### src/rtl/pipeline_stall_ctrl_pkg.sv
// rtl/pipeline_stall_ctrl_pkg.sv - shared types and helpers for the pipeline stall controller
package pipeline_stall_ctrl_pkg;

  localparam int DIV_CYCLES_DEF = 32;

  typedef enum logic [1:0] {
    RUN,
    DIV_WAIT,
    REDIR_PEND
  } state_e;

  // Winning stall source, also handy on a debug probe.
  typedef enum logic [2:0] {
    CAUSE_NONE,
    CAUSE_HAZARD,
    CAUSE_ICACHE,
    CAUSE_DIV,
    CAUSE_DCACHE,
    CAUSE_REDIR
  } stall_cause_e;

  function automatic stall_cause_e resolve_cause(
    input logic redir,
    input logic dcache,
    input logic div_busy,
    input logic icache,
    input logic hazard
  );
    if (redir)         return CAUSE_REDIR;
    else if (dcache)   return CAUSE_DCACHE;
    else if (div_busy) return CAUSE_DIV;
    else if (icache)   return CAUSE_ICACHE;
    else if (hazard)   return CAUSE_HAZARD;
    else               return CAUSE_NONE;
  endfunction

endpackage

### src/rtl/pipeline_stall_ctrl_div.sv
// rtl/pipeline_stall_ctrl_div.sv - divider occupancy counter with freeze, abort and done pulse
module div_occupancy_counter
  import pipeline_stall_ctrl_pkg::*;
#(
  parameter int DIV_CYCLES = DIV_CYCLES_DEF
) (
  input  logic clk,
  input  logic rst_n,
  input  logic load_i,
  input  logic dec_en_i,
  input  logic abort_i,
  output logic busy_o,
  output logic last_o,
  output logic done_o
);

  localparam int CNT_W = $clog2(DIV_CYCLES);
  localparam logic [CNT_W-1:0] CNT_LOAD = CNT_W'(DIV_CYCLES - 1);
  localparam logic [CNT_W-1:0] CNT_ONE  = CNT_W'(1);

  logic [CNT_W-1:0] cnt_q, cnt_d;
  logic             done_q, done_d;

  always_comb begin
    cnt_d  = cnt_q;
    done_d = 1'b0;
    if (abort_i) begin
      cnt_d = '0;
    end else if (cnt_q != '0) begin
      // Loads while busy are dropped; the count only moves when not frozen.
      if (dec_en_i) begin
        cnt_d  = cnt_q - CNT_ONE;
        done_d = (cnt_q == CNT_ONE);
      end
    end else if (load_i) begin
      cnt_d = CNT_LOAD;
    end
  end

  always_ff @(posedge clk) begin
    if (!rst_n) begin
      cnt_q  <= '0;
      done_q <= 1'b0;
    end else begin
      cnt_q  <= cnt_d;
      done_q <= done_d;
    end
  end

  assign busy_o = (cnt_q != '0);
  assign last_o = (cnt_q == CNT_ONE);
  assign done_o = done_q;

endmodule

### src/rtl/pipeline_stall_ctrl.sv
// rtl/pipeline_stall_ctrl.sv - resolves stall/flush requests into per-stage enables and bubbles
module pipeline_stall_ctrl
  import pipeline_stall_ctrl_pkg::*;
#(
  parameter int DIV_CYCLES = DIV_CYCLES_DEF,
  parameter int PC_W       = 32
) (
  input  logic            clk,
  input  logic            rst_n,
  input  logic            stcl_lw,
  input  logic            stcl_jmp,
  input  logic            icache_stall,
  input  logic            dcache_stall,
  input  logic            div_start,
  input  logic            exc_req,
  input  logic [PC_W-1:0] exc_pc,
  output logic            pc_en,
  output logic            if_id_en,
  output logic            id_exe_en,
  output logic            exe_mem_en,
  output logic            mem_wb_en,
  output logic            if_id_flush,
  output logic            id_exe_flush,
  output logic            exe_mem_flush,
  output logic            mem_wb_flush,
  output logic            pc_load,
  output logic [PC_W-1:0] pc_target,
  output logic            div_busy,
  output logic            div_done,
  output logic [31:0]     stall_cycles
);

  state_e          state_q, state_d;
  logic [PC_W-1:0] tgt_q, tgt_d;
  logic [31:0]     stall_q;
  logic            redirect;
  logic            cnt_busy, cnt_last, cnt_done;
  stall_cause_e    cause;

  assign redirect = exc_req | (state_q == REDIR_PEND);

  div_occupancy_counter #(
    .DIV_CYCLES(DIV_CYCLES)
  ) u_div_cnt (
    .clk      (clk),
    .rst_n    (rst_n),
    .load_i   (div_start & ~redirect),
    .dec_en_i (~dcache_stall),
    .abort_i  (redirect),
    .busy_o   (cnt_busy),
    .last_o   (cnt_last),
    .done_o   (cnt_done)
  );

  always_comb begin
    state_d = state_q;
    tgt_d   = exc_req ? exc_pc : tgt_q;
    if (exc_req) begin
      // The redirect must stay asserted until IF can actually accept it.
      state_d = icache_stall ? REDIR_PEND : RUN;
    end else begin
      case (state_q)
        RUN:        if (div_start) state_d = DIV_WAIT;
        DIV_WAIT:   if (cnt_last && !dcache_stall) state_d = RUN;
        REDIR_PEND: if (!icache_stall) state_d = RUN;
        default:    state_d = RUN;
      endcase
    end
  end

  always_ff @(posedge clk) begin
    if (!rst_n) begin
      state_q <= RUN;
      tgt_q   <= '0;
    end else begin
      state_q <= state_d;
      tgt_q   <= tgt_d;
    end
  end

  assign cause     = resolve_cause(redirect, dcache_stall, cnt_busy, icache_stall, stcl_lw | stcl_jmp);
  assign pc_target = exc_req ? exc_pc : tgt_q;

  always_comb begin
    pc_en         = 1'b1;
    if_id_en      = 1'b1;
    id_exe_en     = 1'b1;
    exe_mem_en    = 1'b1;
    mem_wb_en     = 1'b1;
    if_id_flush   = 1'b0;
    id_exe_flush  = 1'b0;
    exe_mem_flush = 1'b0;
    mem_wb_flush  = 1'b0;
    pc_load       = 1'b0;
    case (cause)
      CAUSE_REDIR: begin
        if_id_flush   = 1'b1;
        id_exe_flush  = 1'b1;
        exe_mem_flush = 1'b1;
        pc_load       = 1'b1;
      end
      CAUSE_DCACHE: begin
        pc_en        = 1'b0;
        if_id_en     = 1'b0;
        id_exe_en    = 1'b0;
        exe_mem_en   = 1'b0;
        mem_wb_flush = 1'b1;
      end
      CAUSE_DIV: begin
        pc_en         = 1'b0;
        if_id_en      = 1'b0;
        id_exe_en     = 1'b0;
        exe_mem_flush = 1'b1;
      end
      CAUSE_ICACHE: begin
        pc_en       = 1'b0;
        if_id_flush = 1'b1;
      end
      CAUSE_HAZARD: begin
        pc_en        = 1'b0;
        if_id_en     = 1'b0;
        id_exe_flush = 1'b1;
      end
      default: ;
    endcase
    if (!rst_n) begin
      pc_en         = 1'b1;
      if_id_en      = 1'b1;
      id_exe_en     = 1'b1;
      exe_mem_en    = 1'b1;
      mem_wb_en     = 1'b1;
      if_id_flush   = 1'b1;
      id_exe_flush  = 1'b1;
      exe_mem_flush = 1'b1;
      mem_wb_flush  = 1'b1;
      pc_load       = 1'b0;
    end
  end

  assign div_busy = rst_n & cnt_busy;
  assign div_done = rst_n & cnt_done;

  always_ff @(posedge clk) begin
    if (!rst_n) begin
      stall_q <= '0;
    end else if (!pc_en && !pc_load && (stall_q != 32'hFFFF_FFFF)) begin
      stall_q <= stall_q + 32'd1;
    end
  end

  assign stall_cycles = stall_q;

endmodule

### config.mk
export PLATFORM = sky130hd
export DESIGN_NAME = pipeline_stall_ctrl
export DESIGN_NICKNAME = d
export VERILOG_FILES = /design/src/rtl/pipeline_stall_ctrl_pkg.sv /design/src/rtl/pipeline_stall_ctrl_div.sv /design/src/rtl/pipeline_stall_ctrl.sv
export SDC_FILE = /design/constraint.sdc
export NUM_CORES = 1
export LEC_CHECK = 0
export CAP_MARGIN = 30
export CORE_MARGIN = 1
export CORE_UTILIZATION = 47
export DETAILED_ROUTE_END_ITERATION = 8
export GPL_TIMING_DRIVEN = 0
export PLACE_DENSITY = 0.88
export SLEW_MARGIN = 20
export SYNTH_ARGS = -nofsm -noshare
export SYNTH_HDL_FRONTEND = slang
export SYNTH_HIERARCHICAL = 1
export SYNTH_SLANG_ARGS = --single-unit
### constraint.sdc
create_clock -name clk -period 2.4 [get_ports clk]
set_input_delay 0.24 -clock clk [delete_from_list [all_inputs] [get_ports clk]]
set_output_delay 0.24 -clock clk [all_outputs]
set_load 0.005 [all_outputs]
# Yosys cells after proc, flatten, opt, wreduce, memory -nomap -nowiden
# Index checks and enable logic that the tools add are counted.
dict set report word_totals {
  register_bits 72
}
dict set report op_classes {
  add_sub_neg 2
  n_eq_ne 13
  n_mux 33
  n_bitwise 8
  n_reduce_logical 19
}
# op n
set op_table {}
lappend op_table {{adder 32 x 1 -> 32 bit (second input constant)} 1}
lappend op_table {{2-to-1 mux 32 bit} 1}
lappend op_table {{!= test 32 bit (second input constant)} 1}
lappend op_table {{2-to-1 mux 1 bit} 19}
lappend op_table {{2-to-1 mux 5 bit} 3}
lappend op_table {{2-to-1 mux 2 bit} 7}
lappend op_table {{OR reduction 2 bit} 5}
lappend op_table {{!= test 3 bit (second input constant)} 3}
lappend op_table {{OR reduction 4 bit} 2}
lappend op_table {{== test 3 x 2 -> 1 bit (second input constant)} 2}
lappend op_table {{== test 3 bit (second input constant)} 2}
lappend op_table {{2-to-1 mux 3 bit} 2}
lappend op_table {{one-hot mux 2 bit (3 select lines)} 1}
lappend op_table {{== test 5 x 1 -> 1 bit (second input constant)} 1}
lappend op_table {{nonzero test 5 bit} 1}
lappend op_table {{subtractor 5 x 1 -> 5 bit (second input constant)} 1}
lappend op_table {{AND 1 bit} 3}
lappend op_table {{== test 3 x 1 -> 1 bit (second input constant)} 1}
lappend op_table {{logical AND 1 bit} 3}
lappend op_table {{logical NOT 1 bit} 3}
lappend op_table {{NOT 1 bit} 3}
lappend op_table {{AND reduction 3 bit} 1}
lappend op_table {{OR reduction 3 bit} 1}
lappend op_table {{== test 2 x 1 -> 1 bit (second input constant)} 1}
lappend op_table {{6 further kinds} 7}

# Depth between registers and ports, before layout
dict set report depth {
  word_depth 13
  depth_mapped 10
  mapped_depth_nobuf 9
}

# Cells and area by module
# The synthesis kept the hierarchy.
# module instances cells_per_inst area_each_um2 seq_area_each_um2
set modules_own_cells {}
lappend modules_own_cells {pipeline_stall_ctrl 1 332 3246.9 1321.3}
lappend modules_own_cells {div_occupancy_counter 1 43 382.9 120.1}

# Least setup slack after synthesis
# No wires, ideal clock.
dict set report synth_timing {
  path_type {register to register}
  startpoint {reg u_div_cnt.cnt_q[0]}
  endpoint {reg stall_q[6] (netlist: stall_cycles[6])}
  setup_time_ns 0.072
  t_arrival_ns 2.154
  slack_ns 0.175
  stages_incl_launch_ff 11
  period_less_slack_ns 2.225
  cell_sequence {dfxtp_1 -> inv_1 -> ha_1 -> nor4b_4 -> inv_2 -> nor2_1 -> a211oi_4 -> inv_2 -> buf_2 -> nor4_1 -> mux2i_1}
}
dict set report synth_between {
  elab_chain_len 11
  word_cells_on_any_way 18
  cone_classes {5 x eq/ne; 7 x mux; 6 x reduce/logical}
}
# item line_no
set synth_lines {}
lappend synth_lines {{start, declared} pipeline_stall_ctrl_div.sv:21} ;# logic [CNT_W-1:0] cnt_q, cnt_d;
lappend synth_lines {{start signal, assigned} pipeline_stall_ctrl_div.sv:45} ;# cnt_q <= cnt_d;
lappend synth_lines {{nonzero test 5 bit (*)} pipeline_stall_ctrl_div.sv:50} ;# assign busy_o = (cnt_q != '0);
lappend synth_lines {{net cnt_busy} pipeline_stall_ctrl.sv:37} ;# logic cnt_busy, cnt_last, cnt_done;
lappend synth_lines {{2-to-1 mux 2 bit (*)} pipeline_stall_ctrl_pkg.sv:31} ;# else if (div_busy) return CAUSE_DIV;
lappend synth_lines {{2-to-1 mux 3 bit (*)} pipeline_stall_ctrl_pkg.sv:30} ;# else if (dcache) return CAUSE_DCACHE;
lappend synth_lines {{2-to-1 mux 3 bit (*)} pipeline_stall_ctrl_pkg.sv:29} ;# if (redir) return CAUSE_REDIR;
lappend synth_lines {{== test 3 bit, or another cell as far along} pipeline_stall_ctrl.sv:95} ;# case (cause)
lappend synth_lines {{OR reduction 4 bit (no line) (*)} n/a}
lappend synth_lines {{2-to-1 mux 1 bit (*)} pipeline_stall_ctrl.sv:95}
lappend synth_lines {{2-to-1 mux 1 bit (*)} pipeline_stall_ctrl.sv:126} ;# if (!rst_n) begin
lappend synth_lines {{net pc_en} pipeline_stall_ctrl.sv:17} ;# output logic pc_en,
lappend synth_lines {{logical NOT 1 bit (*)} pipeline_stall_ctrl.sv:146} ;# end else if (!pc_en && !pc_load && (stall_q != 32'hFFFF_FFFF)) begin
lappend synth_lines {{logical AND 1 bit (*) (2 in a row)} pipeline_stall_ctrl.sv:146}
lappend synth_lines {{end signal, assigned} pipeline_stall_ctrl.sv:147} ;# stall_q <= stall_q + 32'd1;
lappend synth_lines {{end, declared} pipeline_stall_ctrl.sv:35} ;# logic [31:0] stall_q;
# Mark *: on every way through the listed nets, which the timed path passes. The rest lies on a longest branch.
# A chain may end at the register's enable or synchronous reset.

# Final worst setup path
dict set report layout_timing {
  startpoint {reg u_div_cnt.cnt_q[0]}
  endpoint {reg stall_q[21] (netlist: stall_cycles[21])}
}
dict set report layout_between {
  elab_chain_len 11
  word_cells_on_any_way 18
  cone_classes {5 x eq/ne; 7 x mux; 6 x reduce/logical}
}
# item line_no
set layout_lines {}
lappend layout_lines {{nonzero test 5 bit (*)} pipeline_stall_ctrl_div.sv:50}
lappend layout_lines {{net cnt_busy} pipeline_stall_ctrl.sv:37}
lappend layout_lines {{2-to-1 mux 2 bit (*)} pipeline_stall_ctrl_pkg.sv:31}
lappend layout_lines {{2-to-1 mux 3 bit (*)} pipeline_stall_ctrl_pkg.sv:30}
lappend layout_lines {{2-to-1 mux 3 bit (*)} pipeline_stall_ctrl_pkg.sv:29}
lappend layout_lines {{== test 3 bit, or another cell as far along} pipeline_stall_ctrl.sv:95}
lappend layout_lines {{OR reduction 4 bit (no line)} n/a}
lappend layout_lines {{2-to-1 mux 1 bit} pipeline_stall_ctrl.sv:95}
lappend layout_lines {{2-to-1 mux 1 bit} pipeline_stall_ctrl.sv:126}
lappend layout_lines {{logical NOT 1 bit} pipeline_stall_ctrl.sv:146}
lappend layout_lines {{logical AND 1 bit (*) (2 in a row)} pipeline_stall_ctrl.sv:146}
# Marked as above.

==> flow_summary.toml <==
[outcome]
outcome = "finished, final reports clean"

[setup_path]
crit_path_end_kind = "register"
crit_buf_inv = 4
critPathMaxStageDelay_ns = 0.41
worst_setup_path_start_kind = "register"
worstPathMaxFanout = 10
crit_type = "reg -> reg"
path_cells = "inv_2 > ha_4 > nor4b_4 > inv_2 > nor2_4 > a211oi_4 > buf_6 > nand2_2 > buf_6 > or4_1 > a21oi_1"
arrival_ns = 2.56
worstPathRequired_ns = 2.67
slowest_stage = "or4_1"
critical_path.top_delay_family = "simple AND/OR/NAND/NOR gates"

[clock_tree]
cts_tree = "built"
cts_max_level = 3
ctsHoldBuffers = 0
clkTransAtPathRegs_ns = 0.08
cts_buffers = 9
cts.sinks = 72
cts_max_path_buffers = 2
root_buffer = "clkbuf_8"
clock_latency_ns = 0.34

[die]
die_h_um = 89.9
rows = 31
die_w_um = 89.9
start_util = 0.493
core_area_sq_um = 7370
ios = 116
dieArea_sq_um = 8080

[yosys]
async_flop_share = 0
ys_seq_area_frac = 0.397
synth_edf_count = 0
ys_seq_elements = 72
synth_area_sq_um = 3630
dominantRegCellSynth = "dfxtp_1"
syn_inst = 375
synth_warnings = 6
synth.avg_cell_area_sq_um = 9.68
synth.distinct_cells = 55
syn-num-nets = 419

[job]
cap_violations = 0

[detailed_routing]
drt-pass1-iter-count = 4
wl_met3_um = 461
vias_per_cell = 5.42
initialDrtViolationCount = 158
wl_met1_mm = 4.07
post-route-drc-count = 0
vias = 3322
dr_wl_met2_mm = 4.70
wl_per_cell_um = 15.4
top_layer = "met4"
drt_wl_total_mm = 9.44
antenna_left = 0

[sta]
fin_crit_sh = 0.953
worst_slack_ns = 0.114
tightestPinTransition_ns = 0.650
setup_viol_count_final = 0
drv_slew = 0
max_freq_mhz = 437
fin_skew_ns = 0.00624
rsz0062_at_grt = "false"
holdWs_ns = 0.348
finalCriticalPeriod_ns = 2.29
relSlewSlack = 0.560
hold_viol_final = 0

[cells_and_area]
area_delta_synth_final_pct = 43.3
final_common_cell = "clkdlybuf4s50_1"
drive_gt1_frac = 0.198
nNetsFinal = 553
mostFrequentLayoutCells = "clkdlybuf4s50_1, dfxtp_1, and2_1, nand2_1, mux2_2"
n_antenna_cell = 0
fin_util = 0.706
n_fill_cell = 564

[power_and_ir_drop]
ir_drop_v = 0.000356
power_density_nw_per_um2 = 520
power_mw = 2.71
p_leak_nw = 1.91

[global_route]
grt_max_degree = 14
grtUsageTotal = 0.237
grt_pass1_wl_mm = 15.4
overflow = 0
grt_pass1_vias = 3180
antenna_found_initial = 0

[place]
preCtsSetupSlack_ns = -0.241
place_hpwl_mm = 6.75
port_buffers = 113
routabilityCongestion = 0.801

[hold_path]
hold_class = "in -> reg"
==> flip-flops by register name, summed over array words and instances (netlist names) <==
| name | cells |
|---|---|
| stall_cycles | 32 |
| tgt_q | 32 |
| u_div_cnt/done_o | 1 |
| u_div_cnt/cnt_q | 5 |
| state_q | 2 |
==> cells by family after synthesis <==
family,Yosys count,share of synthesized area
other,1,0.00103
DFF,72,0.397
muxes,44,0.132
buffers and inverters,32,0.0496
AOI/OAI and AO/OA,55,0.103
and+or+nand+nor,167,0.303
adders and majority gates,4,0.0138
==> per-stage QoR <==
stage / setup TNS (ns) / cells / cell area [sq um]
floorplan: 0 / 375 / 3630
global placement: -2.13 / 587 / 4880
detailed placement: -2.75 / 587 / 4880
CTS: 0 / 607 / 5140
global route: 0 / 613 / 5200
finish: 0 / 613 / 5200
==> worst min-delay path, stage by stage <==
cell and delay [ns]:
buf_2 0.17, nand2b_4 0.18, nor3_1 0.05
==> power by group <==
part,leakage (nW),switching (mW),internal (mW)
combinational,1.23,0.201,0.294
sequential,0.589,0.0271,1.24
clock,0.0952,0.468,0.479
==> synth_stat cells, drive strengths merged, types with 2 or more instances <==
cell type / count / area (sq um)
o31ai: 10 / 75.1
and3: 7 / 48.8
nor2: 11 / 41.3
clkbuf: 10 / 37.5
o311ai: 3 / 26.3
nand3: 12 / 65.1
o21ai: 13 / 65.1
dfxtp: 72 / 1440
a21oi: 17 / 85.1
o211ai: 4 / 30.0
nand2: 38 / 148
and4: 2 / 22.5
nor4: 11 / 143
ha: 4 / 50.1
nand4: 10 / 83.8
o311a: 2 / 20.0
mux2: 32 / 360
buf: 11 / 101
or3: 8 / 50.1
or2b: 4 / 30.0
nor2b: 4 / 25.0
o41ai: 2 / 17.5
and2: 37 / 231
or4: 7 / 52.6
inv: 10 / 37.5
nand2b: 5 / 38.8
mux2i: 12 / 120
nor3: 2 / 10.0
nor4b: 6 / 86.3
==> final timing paths <==
| kind | from | end | slack [ns] | depth (start not counted) |
|---|---|---|---|---|
| min | exc_req | state_q[0] | 0.35 | 3 |
| max reg2reg | u_div_cnt/cnt_q[0] | stall_cycles[21] | 0.11 | 11 |
| min reg2reg | state_q[1] | state_q[0] | 0.43 | 1 |
| max | u_div_cnt/cnt_q[0] | stall_cycles[21] | 0.11 | 11 |
==> layout make-up <==
| class | instances | area (sq um) | area share |
|---|---|---|---|
| Buffer | 20 | 134 | 0.0257 |
| Tap cell | 99 | 124 | 0.0238 |
| Timing Repair Buffer | 124 | 1220 | 0.235 |
| Multi-Input combinational cell | 271 | 2030 | 0.391 |
| Clock buffer | 9 | 124 | 0.0238 |
| Sequential cell | 72 | 1450 | 0.278 |
| Clock inverter | 7 | 72.6 | 0.0139 |
| Inverter | 11 | 45.0 | 0.00866 |
==> per-layer routing <==
layer | global-route usage | up-vias
li1 | - | 1625
met1 | 0.292 | 1561
met2 | 0.406 | 119
met3 | 0.0431 | 17
met4 | 0.101 | 0
met5 | 0 | -
==> timing repair <==
action                     4_1_cts  5_1_grt
resized for setup               13        7
buffers inserted                 5        6
pin swaps                        2        2
setup endpoints to repair       34       14
(Power assumes the default switching activity.)
